==> config.mk <==
export PLATFORM = sky130hd
export DESIGN_NAME = fnd_scan_controller
export DESIGN_NICKNAME = d
export VERILOG_FILES = /design/src/rtl/fnd_pkg.sv /design/src/rtl/bin2bcd_dd.sv /design/src/rtl/fnd_scan_controller.sv
export SDC_FILE = /design/constraint.sdc
export NUM_CORES = 1
export LEC_CHECK = 0
export CELL_PAD_IN_SITES_DETAIL_PLACEMENT = 0
export CELL_PAD_IN_SITES_GLOBAL_PLACEMENT = 1
export CORE_MARGIN = 10
export CORE_UTILIZATION = 50
export DETAILED_ROUTE_END_ITERATION = 16
export PLACE_DENSITY_LB_ADDON = 0.1
export SYNTH_ARGS = -nofsm -noshare
export SYNTH_HDL_FRONTEND = slang
export SYNTH_SLANG_ARGS = --single-unit
==> constraint.sdc <==
create_clock -name i_clk -period 4.2 [get_ports i_clk]
set_clock_uncertainty 0.05 [all_clocks]
set_input_delay 0.84 -clock i_clk [delete_from_list [all_inputs] [get_ports i_clk]]
set_output_delay 0.84 -clock i_clk [all_outputs]
set_load 0.02 [all_outputs]
==> src/rtl/fnd_pkg.sv <==
// Shared types and constants for the 4-digit FND scan path.
// Imported by the BCD converter and the scan controller.
package fnd_pkg;

  localparam int FND_DIGITS = 4;
  localparam int BCD_W      = 16;
  localparam int BIN_W      = 14;

  localparam logic [BIN_W-1:0] FND_MAX_VALUE = 14'd9999;
  localparam logic [3:0]       DD_LAST       = 4'd13;

  localparam logic [1:0] DIG_ONES  = 2'd0;
  localparam logic [1:0] DIG_TENS  = 2'd1;
  localparam logic [1:0] DIG_HUND  = 2'd2;
  localparam logic [1:0] DIG_THOUS = 2'd3;

  typedef enum logic [1:0] {
    ST_IDLE,
    ST_SHIFT,
    ST_DONE
  } state_t;

  function automatic logic [BCD_W-1:0] dd_adjust(
    input logic [BCD_W-1:0] b
  );
    logic [BCD_W-1:0] r;
    r = b;
    for (int k = 0; k < FND_DIGITS; k++) begin
      if (b[4*k +: 4] >= 4'd5)
        r[4*k +: 4] = b[4*k +: 4] + 4'd3;
    end
    return r;
  endfunction

endpackage

==> src/rtl/bin2bcd_dd.sv <==
// Sequential double-dabble: 14-bit binary to 4-digit BCD,
// one iteration per clock, result presented during ST_DONE.
module bin2bcd_dd
  import fnd_pkg::*;
(
  input  logic             i_clk,
  input  logic             i_reset_n,
  input  logic             i_start,
  input  logic [BIN_W-1:0] i_bin,
  output logic [BCD_W-1:0] o_bcd,
  output logic             o_busy,
  output logic             o_done,
  output logic             o_ready
);

  state_t           state_q;
  logic [BIN_W-1:0] bin_q;
  logic [BCD_W-1:0] bcd_q;
  logic [3:0]       cnt_q;
  logic             busy_q;
  logic [BCD_W-1:0] adj;

  assign adj     = dd_adjust(bcd_q);
  assign o_bcd   = bcd_q;
  assign o_busy  = busy_q;
  assign o_done  = (state_q == ST_DONE);
  assign o_ready = (state_q != ST_SHIFT);

  always_ff @(posedge i_clk or negedge i_reset_n) begin
    if (!i_reset_n) begin
      state_q <= ST_IDLE;
      bin_q   <= '0;
      bcd_q   <= '0;
      cnt_q   <= '0;
      busy_q  <= 1'b0;
    end else begin
      unique case (state_q)
        ST_IDLE, ST_DONE: begin
          // a start in the result cycle restarts right away
          if (i_start) begin
            bin_q   <= i_bin;
            bcd_q   <= '0;
            cnt_q   <= '0;
            busy_q  <= 1'b1;
            state_q <= ST_SHIFT;
          end else begin
            busy_q  <= 1'b0;
            state_q <= ST_IDLE;
          end
        end
        ST_SHIFT: begin
          {bcd_q, bin_q} <= {adj, bin_q} << 1;
          cnt_q <= cnt_q + 4'd1;
          if (cnt_q == DD_LAST)
            state_q <= ST_DONE;
        end
        default: state_q <= ST_IDLE;
      endcase
    end
  end

endmodule

==> src/rtl/fnd_scan_controller.sv <==
// 4-digit FND scan controller: clamps and converts the operand
// to BCD, then multiplexes digits with leading-zero blanking.
module fnd_scan_controller
  import fnd_pkg::*;
#(
  parameter int unsigned CLK_FREQ = 100_000_000,
  parameter int unsigned SCAN_HZ  = 1_000
) (
  input  logic             i_clk,
  input  logic             i_reset_n,
  input  logic             i_load,
  input  logic [BIN_W-1:0] i_number,
  input  logic             i_blank_lz,
  output logic             o_busy,
  output logic             o_done,
  output logic             o_ovf,
  output logic [1:0]       o_digitSelect,
  output logic [3:0]       o_value,
  output logic             o_en
);

  localparam int unsigned DIV = CLK_FREQ / SCAN_HZ;
  localparam int unsigned PW  = $clog2(DIV);
  localparam logic [PW-1:0] PS_LAST = PW'(DIV - 1);

  logic [PW-1:0]    ps_q;
  logic [1:0]       sel_q;
  logic [1:0]       sel_d;
  logic [BCD_W-1:0] disp_q;
  logic [3:0]       val_q;
  logic             en_q;
  logic             en_d;
  logic             done_q;
  logic             ovf_q;
  logic             tick;
  logic             clamp;
  logic             load_ok;
  logic [BIN_W-1:0] operand;
  logic [3:1]       nz;
  logic             dd_busy;
  logic             dd_done;
  logic             dd_ready;
  logic [BCD_W-1:0] dd_bcd;

  assign clamp   = (i_number > FND_MAX_VALUE);
  assign operand = clamp ? FND_MAX_VALUE : i_number;
  assign load_ok = i_load & dd_ready;
  assign tick    = (ps_q == PS_LAST);
  assign sel_d   = tick ? sel_q + 2'd1 : sel_q;

  assign nz = {|disp_q[15:12], |disp_q[11:8], |disp_q[7:4]};

  always_comb begin
    en_d = 1'b1;
    unique case (sel_d)
      DIG_ONES:  en_d = 1'b1;
      DIG_TENS:  en_d = !i_blank_lz | (|nz[3:1]);
      DIG_HUND:  en_d = !i_blank_lz | (|nz[3:2]);
      DIG_THOUS: en_d = !i_blank_lz | nz[3];
    endcase
  end

  bin2bcd_dd u_dd (
    .i_clk     (i_clk),
    .i_reset_n (i_reset_n),
    .i_start   (load_ok),
    .i_bin     (operand),
    .o_bcd     (dd_bcd),
    .o_busy    (dd_busy),
    .o_done    (dd_done),
    .o_ready   (dd_ready)
  );

  always_ff @(posedge i_clk or negedge i_reset_n) begin
    if (!i_reset_n) begin
      ps_q   <= '0;
      sel_q  <= DIG_ONES;
      disp_q <= '0;
      val_q  <= '0;
      en_q   <= 1'b0;
      done_q <= 1'b0;
      ovf_q  <= 1'b0;
    end else begin
      ps_q <= tick ? '0 : ps_q + 1'b1;
      // digit data only moves with the select so they never disagree
      if (tick) begin
        sel_q <= sel_d;
        val_q <= disp_q[{sel_d, 2'b00} +: 4];
        en_q  <= en_d;
      end
      done_q <= dd_done;
      if (dd_done)
        disp_q <= dd_bcd;
      if (load_ok)
        ovf_q <= clamp;
    end
  end

  assign o_busy        = dd_busy;
  assign o_done        = done_q;
  assign o_ovf         = ovf_q;
  assign o_digitSelect = sel_q;
  assign o_value       = val_q;
  assign o_en          = en_q;

endmodule

==> results of run 1 <==
-- routing by layer --
| layer | share of wire, % | vias to the layer above | track usage (%) |
|---|---|---|---|
| met2 | 46 | 56 | 20.3 |
| met3 | 4.6 | 11 | 3.35 |
| met5 | 0 | - | 0 |
| met1 | 47 | 1248 | 16.6 |
| li1 | - | 1237 | - |
| met4 | 2.0 | 0 | 6.38 |
-- cell type report --
| cell class | count | share of cell area [%] |
|---|---|---|
| sequential | 79 | 46.1 |
| clock buffer | 11 | 3.53 |
| inverter | 19 | 1.66 |
| tap | 99 | 2.89 |
| timing repair buffer | 29 | 6.59 |
| clock inverter | 5 | 2.97 |
| multi-input combinational | 216 | 36.3 |
-- power breakdown --
| part | total (W) | switching, W | internal (W) |
|---|---|---|---|
| clock | 0.000758 | 0.000271 | 0.000487 |
| sequential | 0.00116 | 0.000172 | 0.000987 |
| combinational | 0.000834 | 0.000425 | 0.000409 |
| total | 0.00275 | 0.000868 | 0.00188 |
-- cells by family (layout without fill, tap and decap cells) --
group | Yosys count | after routing | share of synthesized area [%]
AO/OA/AOI/OAI | 70 | 70 | 12.3
XOR/XNOR | 23 | 23 | 5.49
adder cells (fa/ha/maj) | 11 | 11 | 3.75
buffers and inverters | 34 | 64 | 3.68
flip-flops | 79 | 79 | 53.9
multiplexers | 23 | 23 | 8.49
AND/OR/NAND/NOR | 89 | 89 | 12.4
-- Yosys cell counts (4+ instances only) --
cell and n:
a21oi_1 12, a22o_1 4, a22oi_1 4, a32o_1 4, clkbuf_1 14, dfrtp_1 79
ha_1 11, inv_1 19, mux2_2 9, mux2_4 4, mux2i_1 6, mux4_2 4
nand2_1 26, nand2b_1 9, nand3_1 8, nand4_1 10, nor2_1 15, o21ai_0 23
o22ai_1 12, o31ai_1 4, xnor2_1 12, xor2_1 11
-- worst paths after layout --
path	start	to	slack, ns
setup / recovery	o_digitSelect[0]$_DFFE_PN0N_	o_digitSelect[0]	1.70
hold / removal	ps_q[0]$_DFF_PN0_	ps_q[0]$_DFF_PN0_	0.43
setup reg to reg	ps_q[5]$_DFF_PN0_	o_value[3]$_DFFE_PN0N_	1.87
hold reg to reg	ps_q[0]$_DFF_PN0_	ps_q[0]$_DFF_PN0_	0.43
max in group asynchronous	i_reset_n	u_dd.o_bcd[9]$_DFFE_PN0P_	2.85
min in group asynchronous	i_reset_n	o_done$_DFF_PN0_	0.59
-- per-stage QoR --
step	setup slack [ns]	hold WS, ns
floorplan	2.12	0.395
global placement	1.47	0.415
detailed placement	1.47	0.422
CTS	1.66	0.434
global route	1.59	0.448
finish	1.70	0.430
-- registers in the layout, summed over array words and instances, names as in the netlist, 2 cells and up --
register and cells:
ps_q 17, disp_q 16, u_dd.o_bcd 16, u_dd.bin_q 14, o_value 4, u_dd.cnt_q 4
o_digitSelect 2, u_dd.state_q 2
==> impl_metrics.toml, run 1 <==
[final_layout]
area_growth_pct = 16.9
regArea_um2 = 1980
nNetsFinal = 383
drive_gt1_share_pct = 11.1
mostFrequentLayoutCell = "dfrtp_1"
fill_cells = 619
instances_no_fill = 458
num_antenna_cells = 0
multi_input_area_um2 = 1560
mostFrequentLayoutCells = "dfrtp_1, nand2_1, clkdlybuf4s50_1"
post-route-util_pct = 59.8
postLayoutCellArea_um2 = 4290

[die]
design.die.area_um2 = 11200
die_h_um = 106
core_um2 = 7180
start_util_pct = 51.1
fp-row-count = 31
dieWidth_um = 106
num_io_pins = 28

[synth]
synth_nets = 358
async_flop_share_pct = 100
syn-cell-area_um2 = 3670
synth_top_area_share_pct = 53.9
ys_types = 37
synthFlopType = "dfrtp_1"
synthCells = 329
syn_area_per_cell_um2 = 11.2
yosysWarnings = 0
ys_seq_area_share_pct = 53.9
synth-seq-cells = 79
synth_edf_count = 0
synth_area_leaders = "dfrtp_1, ha_1, o21ai_0"
yosys.area.top_type = "dfrtp_1"

[worst_setup_path]
worstSetupPathType = "register to output port"
crit_chain = "clkdlybuf4s50_1"
cp.depth = 1
worst-path-max-fanout = 10
worst-path-buf-inv = 1
cp_top_family = "buffers and inverters"
reg2reg_depth = 3
worstPathArrival_ns = 1.61
required_ns = 3.31
endpoint_kind = "output port"
start_kind = "register"
crit_slowest_cell = "clkdlybuf4s50_1"
slowest_delay_ns = 0.69

[drt]
vias = 2552
ant_nets = 0
drt_iter0_drc = 74
drc_errors = 0
wl_mm = 6.98
drt-pass1-iter-count = 4
viasPerCell = 5.57
wire_per_inst_um = 15.2

[clock_tree]
cts_tree = "done"
clock-sinks = 79
cts-root-buf = "clkbuf_8"
htreeDepth = 3
cts_hold_buf = 0
post_cts_buffers = 0
post_cts_resized = 0
insertion_delay_ns = 0.35
numCtsBuffers = 9
cts_buffer_depth = 2
clkTransAtPathRegs_ns = 0.08

[timing]
max_freq_ghz = 0.400
max-slew-margin-rel_pct = 34.1
setup_violations = 0
worst_slew_pin_slew_ns = 0.988
rsz0062_at_grt = "no"
fin_crit_sh_pct = 59.6
hold_viol = 0
drv_slew = 0
setup_tns_ns = 0
period_needed_ns = 2.50

[place]
dp_hpwl_mm = 4.85
dp_cells = 442
portBuffers = 27
gp_congestion = 0.818
placed_cell_area_um2 = 4010

[grt]
antenna_found_initial = 0
grt_util_all_layers_pct = 13.1
grt_max_degree = 80
grt_pass1_vias = 2556
grt_pass1_wl_mm = 12.2
globalRouteOverflowTotal = 0

[hold_path]
hold_depth = 1
min_path_type = "register to register"

[power]
p_per_area_nw_per_um2 = 641
p_total_w = 0.00275
p_leak_nw = 1.96
peakVddDrop_uv = 286

[job]
drv_cap = 0

[run_status]
status = "completed"
Power figures use the tool's default switching activity.
==> run 2, diff against run 1 <==
--- a/config.mk
+++ b/config.mk
@@ -8,7 +8,7 @@
 export CELL_PAD_IN_SITES_DETAIL_PLACEMENT = 0
 export CELL_PAD_IN_SITES_GLOBAL_PLACEMENT = 1
 export CORE_MARGIN = 10
-export CORE_UTILIZATION = 50
+export CORE_UTILIZATION = 42
 export DETAILED_ROUTE_END_ITERATION = 16
 export PLACE_DENSITY_LB_ADDON = 0.1
 export SYNTH_ARGS = -nofsm -noshare
==> constraint.sdc (replaced) <==
create_clock -name i_clk -period 2.3 [get_ports i_clk]
set_clock_uncertainty 0.05 [all_clocks]
set_input_delay 0.46 -clock i_clk [delete_from_list [all_inputs] [get_ports i_clk]]
set_output_delay 0.46 -clock i_clk [all_outputs]
set_load 0.02 [all_outputs]
==> impl_metrics.toml, run 2 (synthesized netlist as in run 1, its figures left out) <==
[run_status]
status = "completed"

[power]
power_frac_seq_pct = 46.0
comb_power_share_pct = 34.6
p_total_w = 0.00460
peakVddDrop_uv = 521
switching_share_pct = 35.2
clockPowerShare_pct = 19.4
p_leak_nw = 1.98
switchingPower_w = 0.00162
p_per_area_nw_per_um2 = 1070
internal_power_w = 0.00298

[final_layout]
mostFrequentLayoutCells = "dfrtp_1, nand2_1, clkdlybuf4s50_1"
num_antenna_cells = 0
drive_gt1_share_pct = 14.0
nNetsFinal = 395
largest_reg_flops = 17
regMostFlops = "ps_q"
mostFrequentLayoutCell = "dfrtp_1"
area_growth_pct = 17.4

[worst_setup_path]
endpoint_kind = "register"
worst-path-max-fanout = 9
reg2reg_to = "o_value[3]$_DFFE_PN0N_"
worst-path-buf-inv = 0
crit_chain = "or4b_1 -> or4_4 -> mux2_4"
crit_slowest_cell = "or4_4"
slowest_delay_ns = 0.64
reg2reg_depth = 3
r2r-start = "ps_q[14]$_DFF_PN0_"
worstSetupPathType = "register to register"
cp_top_family = "simple AND/OR/NAND/NOR gates"
required_ns = 2.48
start_kind = "register"
worstPathArrival_ns = 2.29
rrSetupSlack_ns = 0.19

[drt]
ant_nets = 0
drt-pass1-iter-count = 4
drt_iter0_drc = 117
drc_errors = 0
viasPerCell = 5.27
wire_per_inst_um = 15.4
vias = 2522
wl_mm = 7.36

[clock_tree]
cts_hold_buf = 0
clock-sinks = 79
insertion_delay_ns = 0.35
cts-root-buf = "clkbuf_8"
numCtsBuffers = 9
htreeDepth = 3
cts_buffer_depth = 2
clkTransAtPathRegs_ns = 0.08
cts_tree = "done"

[timing]
worst_slew_pin_slew_ns = 0.761
postLayoutSetupSlackWorst_ns = 0.194
max_freq_ghz = 0.475
hold_viol = 0
drv_slew = 0
period_needed_ns = 2.11
setup_tns_ns = 0
max-slew-margin-rel_pct = 49.3
setup_violations = 0
rsz0062_at_grt = "no"
fin_crit_sh_pct = 91.5
holdWs_ns = 0.0320

[place]
post-place-ws_ns = 0.0619
dp_hpwl_mm = 5.17
gp_congestion = 0.738
portBuffers = 27

[die]
dieWidth_um = 113
die_h_um = 113
fp-row-count = 34
core_um2 = 8590
start_util_pct = 42.7
design.die.area_um2 = 12900
num_io_pins = 28

[grt]
grt_max_degree = 41
globalRouteOverflowTotal = 0
grt_util_all_layers_pct = 12.0
antenna_found_initial = 0
grt_pass1_wl_mm = 12.7
grt_pass1_vias = 2563

[hold_path]
min_path_type = "primary input to async pin"

[job]
drv_cap = 0
run 2: stage by stage:
stage	cells	util [%]	instance area, um^2
2_1_floorplan	329	-	3670
3_3_place_gp	463	48.2	4140
3_5_place_dp	463	48.2	4140
4_1_cts	479	50.1	4300
5_1_grt	479	50.1	4310
6_report	479	50.1	4310
run 2: how the worst max path moves through the flow:
stage                       start                     end  slack (ns)  cells after the start
6_report       ps_q[14]$_DFF_PN0_  o_value[3]$_DFFE_PN0N_        0.19                      3
2_1_floorplan   ps_q[5]$_DFF_PN0_  o_value[0]$_DFFE_PN0N_        0.22                      4
5_1_grt        ps_q[14]$_DFF_PN0_  o_value[3]$_DFFE_PN0N_        0.13                      3
3_5_place_dp   ps_q[14]$_DFF_PN0_  o_value[0]$_DFFE_PN0N_        0.06                      3
4_1_cts        ps_q[14]$_DFF_PN0_  o_value[3]$_DFFE_PN0N_        0.04                      3
3_3_place_gp   ps_q[14]$_DFF_PN0_  o_value[0]$_DFFE_PN0N_        0.08                      3
run 2: per-layer routing:
metal	part of all wire, %	vias up	track usage [%]	routed length, um
met4	1.1	0	4.31	79
li1	-	1256	-	-
met1	51	1225	16.5	3780
met3	3.7	6	3.73	269
met5	0	-	0	0
met2	44	35	17.4	3230
run 2: power groups by stage:
stage	sequential (W)	clock (W)	combinational, W
2_1_floorplan	0.00206	0	0.00118
3_3_place_gp	0.00214	0	0.00158
3_5_place_dp	0.00215	0	0.00160
4_1_cts	0.00212	0.000926	0.00161
5_1_grt	0.00218	0.000989	0.00182
6_report	0.00212	0.000894	0.00159
run 2: final cells by class:
type / instances / area, um^2
well taps: 108 / 135
repair buffers: 41 / 398
inverters: 19 / 71.3
clock buffers: 10 / 128
clock inverters: 6 / 37.5
fillers: 803 / 4290
multi-input cells: 216 / 1560
flip-flops and latches: 79 / 1980
run 2: what timing repair did:
item,4_1_cts,5_1_grt
gates resized for setup,0,1
setup buffers,0,0
endpoints found under the setup margin,0,4
